$ cat src/rtl/dnn_dot.sv
// Q16.16 signed dot-product engine: slave register port to configure and start a run,
// master read port to fetch weight/input vectors. Optional macro: DNN_DOT_RELU_EN.
module dnn_dot (
  input  logic        clk,
  input  logic        rst,
  output logic        slave_waitrequest,
  input  logic [3:0]  slave_address,
  input  logic        slave_read,
  input  logic        slave_write,
  input  logic [31:0] slave_writedata,
  output logic [31:0] slave_readdata,
  input  logic        master_waitrequest,
  output logic [31:0] master_address,
  output logic        master_read,
  input  logic [31:0] master_readdata,
  input  logic        master_readdatavalid,
  output logic        master_write,
  output logic [31:0] master_writedata
);

  localparam logic [2:0] IDLE = 3'd0;
  localparam logic [2:0] RD_W = 3'd1;
  localparam logic [2:0] RD_I = 3'd2;
  localparam logic [2:0] MAC  = 3'd3;
  localparam logic [2:0] DONE = 3'd4;

  logic [2:0]  state;
  logic        issued;
  logic [31:0] cfg_wbase, cfg_ibase, cfg_len;
  logic [31:0] run_wbase, run_ibase, run_len;
  logic [31:0] count, count_next, acc, result, w_reg, x_reg;
  logic signed [63:0] w_ext, x_ext, product;
  logic [31:0] mac_term;
  logic        start, reg_write;
`ifdef DNN_DOT_RELU_EN
  logic        cfg_relu, run_relu;
`endif

  // Only result/start accesses wait for the engine; register accesses never stall.
  assign slave_waitrequest = (state != IDLE) && (slave_address == 4'd0) &&
                             (slave_read || slave_write);
  assign start     = (state == IDLE) && slave_write && (slave_address == 4'd0);
  assign reg_write = slave_write && (slave_address != 4'd0);

  assign master_read      = ((state == RD_W) || (state == RD_I)) && !issued;
  assign master_address   = ((state == RD_W) ? run_wbase : run_ibase) + {count[29:0], 2'b00};
  assign master_write     = 1'b0;
  assign master_writedata = 32'd0;

  assign w_ext      = {{32{w_reg[31]}}, w_reg};
  assign x_ext      = {{32{x_reg[31]}}, x_reg};
  assign product    = w_ext * x_ext;
  assign mac_term   = 32'(product >>> 16);
  assign count_next = count + 32'd1;

  always_comb begin
    slave_readdata = 32'd0;
    case (slave_address)
      4'd0: slave_readdata = result;
      4'd2: slave_readdata = cfg_wbase;
      4'd3: slave_readdata = cfg_ibase;
      4'd5: slave_readdata = cfg_len;
`ifdef DNN_DOT_RELU_EN
      4'd7: slave_readdata = {31'd0, cfg_relu};
`endif
      default: slave_readdata = 32'd0;
    endcase
  end

  always_ff @(posedge clk) begin
    if (rst) begin
      cfg_wbase <= 32'd0;
      cfg_ibase <= 32'd0;
      cfg_len   <= 32'd0;
`ifdef DNN_DOT_RELU_EN
      cfg_relu  <= 1'b0;
`endif
    end else if (reg_write) begin
      case (slave_address)
        4'd2: cfg_wbase <= slave_writedata;
        4'd3: cfg_ibase <= slave_writedata;
        4'd5: cfg_len   <= slave_writedata;
`ifdef DNN_DOT_RELU_EN
        4'd7: cfg_relu  <= slave_writedata[0];
`endif
        default: ;
      endcase
    end
  end

  // The run works only from the snapshot taken at start, so register writes mid-run are harmless.
  always_ff @(posedge clk) begin
    if (rst) begin
      state     <= IDLE;
      issued    <= 1'b0;
      run_wbase <= 32'd0;
      run_ibase <= 32'd0;
      run_len   <= 32'd0;
      count     <= 32'd0;
      acc       <= 32'd0;
      result    <= 32'd0;
      w_reg     <= 32'd0;
      x_reg     <= 32'd0;
`ifdef DNN_DOT_RELU_EN
      run_relu  <= 1'b0;
`endif
    end else begin
      case (state)
        IDLE: begin
          if (start) begin
            run_wbase <= cfg_wbase;
            run_ibase <= cfg_ibase;
            run_len   <= cfg_len;
`ifdef DNN_DOT_RELU_EN
            run_relu  <= cfg_relu;
`endif
            count     <= 32'd0;
            acc       <= 32'd0;
            state     <= (cfg_len == 32'd0) ? DONE : RD_W;
          end
        end
        RD_W, RD_I: begin
          if (master_read && !master_waitrequest) begin
            issued <= 1'b1;
          end else if (issued && master_readdatavalid) begin
            issued <= 1'b0;
            if (state == RD_W) begin
              w_reg <= master_readdata;
              state <= RD_I;
            end else begin
              x_reg <= master_readdata;
              state <= MAC;
            end
          end
        end
        MAC: begin
          acc   <= acc + mac_term;
          count <= count_next;
          state <= (count_next < run_len) ? RD_W : DONE;
        end
        DONE: begin
`ifdef DNN_DOT_RELU_EN
          result <= (run_relu && acc[31]) ? 32'd0 : acc;
`else
          result <= acc;
`endif
          state  <= IDLE;
        end
        default: state <= IDLE;
      endcase
    end
  end

endmodule

$ cat config.mk
export PLATFORM = sky130hd
export DESIGN_NAME = dnn_dot
export DESIGN_NICKNAME = d
export VERILOG_FILES = /design/src/rtl/dnn_dot.sv
export SDC_FILE = /design/constraint.sdc
export NUM_CORES = 2
export LEC_CHECK = 0
export ABC_AREA = 1
export BUFFER_PORTS_ARGS = -buffer_cell sky130_fd_sc_hd__buf_2
export CAP_MARGIN = 20
export CORE_MARGIN = 2
export CORE_UTILIZATION = 65
export CTS_BUF_LIST = sky130_fd_sc_hd__clkbuf_4
export DETAILED_ROUTE_END_ITERATION = 8
export PLACE_DENSITY_LB_ADDON = 0.12
export SETUP_SLACK_MARGIN = 0.15
export SYNTH_ARGS = -nofsm -noshare
export SYNTH_HDL_FRONTEND = slang
export SYNTH_SLANG_ARGS = --single-unit
$ cat constraint.sdc
create_clock -name clk -period 14.65 [get_ports clk]
set_clock_uncertainty 0.1 [all_clocks]
set_input_delay 2.1975 -clock clk [delete_from_list [all_inputs] [get_ports clk]]
set_output_delay 2.1975 -clock clk [all_outputs]
set_load 0.01 [all_outputs]
==> summary.txt <==
Outcome
  • Status: finished clean

Timing
  • Relative slew slack: 30.8%
  • Least-Margin Pin Slew: about 1.0 ns
  • Hold Vio Cnt, Final: 0
  • Post-route clock period utilization: 64.5%
  • RSZ-0062 raised after global routing: false
  • Slew Viols, Final: 0
  • # setup viols final: 0
  • Crit path time final: between 9 and 10 ns
  • Fmax: 106 MHz
  • Post-Route Setup TNS: 0 ns

Min path
  • HP Class: register to register
  • Worst hold start: x_reg[6]

Final layout
  • Share of layout cells above drive strength 1: under 10%
  • Synth-to-Final Area Change: 4.88%
  • Post-layout util: between 60 and 70%
  • Net count, final: ~7600
  • Post-route insts no fill: around 7500

Logic synthesis
  • Mapped cell area: around 49000 um2
  • Count leader, synth: nand2_1
  • Synth Register Bits: 356
  • Commonest cells in the netlist: nand2_1, inv_1, fa_1, a21oi_1, dfxtp_1
  • Ys async rst share: 0%
  • Dominant cell type by area after synthesis: fa_1
  • Synth cell types: between 50 and 60
  • Avg Cell Area, Syn: between 7 and 8 um2
  • Ranking of synthesized cells by area: fa_1, dfxtp_1, nand2_1
  • Synth warn: 0
  • Yosys top cell area share: between 30% and 40%
  • Post-synthesis sequential area ratio: about 15%
  • Prevailing post-synth register cell: dfxtp_1
  • Synth Instances: roughly 6500
  • Post-synth EDFFs: 0

Critical path
  • Worst path bufs/invs: 4
  • Kind of critical path: register to register
  • CP startpoint kind: register
  • Worst Setup End Kind: register
  • Crit-path most repeated cell: fa_1
  • Worst setup path startpoint: x_reg[15]
  • Required @ worst endpoint: around 15 ns
  • Crit path max-delay family: adder cells
  • Slowest CP cell: dfxtp_2
  • Crit-path max cell delay: ~0.99 ns
  • FF-to-FF Start: x_reg[15]
  • Crit-path max FO: 34
  • WP data arrival: about 10 ns

CTS
  • Root Driver: clkbuf_4
  • Clk sinks: ~360
  • CTS Hold Bufs: 0
  • Post-CTS setup buffers: 0
  • H-tree depth: 3
  • Clock Pin Slew Worst Setup and Hold Paths: 0.07 ns
  • Post-CTS sizing: 0
  • Worst-skew pair later-pin latency: approximately 0.87 ns
  • CTS buffer count: 92
  • CTS tree: built
  • Clock buffer depth: 3

Floorplan
  • Die height: 277 um
  • IO Pins: approximately 170
  • Die Span X: between 200 and 300 um
  • Initial Util: between 60% and 70%
  • Area of the core: about 74000 um2
  • Site Rows: 100
  • DIE AREA: 76900 um2

Power and ir drop
  • Power per cell area: a little under 40 nW/um2
  • Design Power: 0.00199 W
  • LEAKAGE: about 29 nW
  • Max rail drop VDD: about 0.044 mV

Route
  • Routed wire length per instance: about 18 um
  • First-pass DRT Iterations: 6
  • DR iter-0 viols: around 3400
  • Via density: around 5.5
  • DRC violation count after routing: 0
  • Post-route ant nets: 0
  • Via count: 41400
  • Final WL: ~140 mm

Placed design
  • Dpl cells: around 7400
  • IO buf count: roughly 140
  • Post-detail-place hpwl: around 110 mm
  • Final Wtd Congestion: around 1.0

Global route
  • GR Util All Layers: a little under two fifths
  • Largest net degree at the start of global routing: 130
  • Vias in the first global route: just over 40000
  • Global-route wire length before repair: 224 mm
  • Initial antenna violation count: 4
  • Gr ovfl total: 0

Run
  • # Max-Cap Violations: 0
-- tightest hold or removal path: cells and delay by family, from the launching register on --
family	cells	cell delay, ns
DFF	1	0.31
and+or+nand+nor	1	0.06
AOI/OAI and AO/OA	1	0.05
-- stage by stage --
step           hold slack, ns  worst slack (ns)  instance area [um2]
3_3_place_gp            0.350              5.45                49800
2_1_floorplan           0.335              6.62                48700
4_1_cts                 0.363              5.44                50900
5_1_grt                 0.381              4.78                50900
3_5_place_dp            0.353              5.48                49800
6_report                0.362              5.19                50900
-- report_power, final --
part / internal (W) / switching, W
logic: 0.0000360 / 0.0000962
clock network: 0.000429 / 0.000433
registers: 0.000984 / 0.00000867
total: 0.00145 / 0.000538
-- layout by cell type (no fill, tap or decap), types with 4 or more instances in the layout --
master / n
diode_2: 6
nand4_1: 19
nor4_1: 17
clkinv_1: 13
nand3b_1: 5
o21ai_1: 10
o21ai_0: 300
nand2_2: 4
xor2_1: 65
a31oi_1: 10
nor2_4: 6
nor3_1: 23
conb_1: 33
buf_2: 138
clkinv_2: 7
inv_2: 6
nor2_1: 297
inv_1: 1566
buf_4: 88
o211ai_1: 8
xnor2_1: 31
fa_1: 840
clkbuf_4: 131
a21oi_1: 425
o31ai_1: 5
nand3_2: 4
a21o_1: 13
nand2_1: 1595
ha_1: 256
dfxtp_1: 351
a211oi_1: 7
nor2_2: 4
o21bai_1: 4
nor3_2: 4
o2111ai_1: 32
or2_2: 15
dfxtp_2: 5
nand3_1: 159
-- routing by layer --
| metal | vias up | GRT usage, % | wire length [um] |
|---|---|---|---|
| li1 | 19100 | - | - |
| met4 | 0 | 13.7 | 5540 |
| met3 | 356 | 6.24 | 12100 |
| met1 | 20000 | 50.9 | 56700 |
| met2 | 1894 | 59.2 | 63900 |
| met5 | - | 0 | 0 |
-- path summary, 6_finish.rpt --
| path | to | slack (ns) | cells after the start |
|---|---|---|---|
| min reg2reg | x_reg[6] | 0.36 | 2 |
| max | acc[31] | 5.19 | 32 |
| min | x_reg[6] | 0.36 | 2 |
| max reg2reg | acc[31] | 5.19 | 32 |
-- cells by family after synthesis --
family                   count (synthesis)  share of synthesized area (%)
AND/OR/NAND/NOR                       2165                           17.8
AO/OA/AOI/OAI                          829                           9.11
adder cells (fa/ha/maj)               1096                           41.2
flip-flops                             356                           14.7
multiplexers                             1                         0.0206
other                                    1                        0.00772
buffers and inverters                 1952                           15.4
XOR/XNOR                                96                           1.73
-- cell type report --
class,instances,area (um2)
diodes,6,15.0
clock buffers,131,983
clock inverters,21,146
fillers,6438,23200
inverters,1579,5930
multi-input cells,4220,34100
flip-flops and latches,356,7130
well taps,969,1210
repair buffers,227,1380
Note: power is estimated with default switching activity, not from simulation.
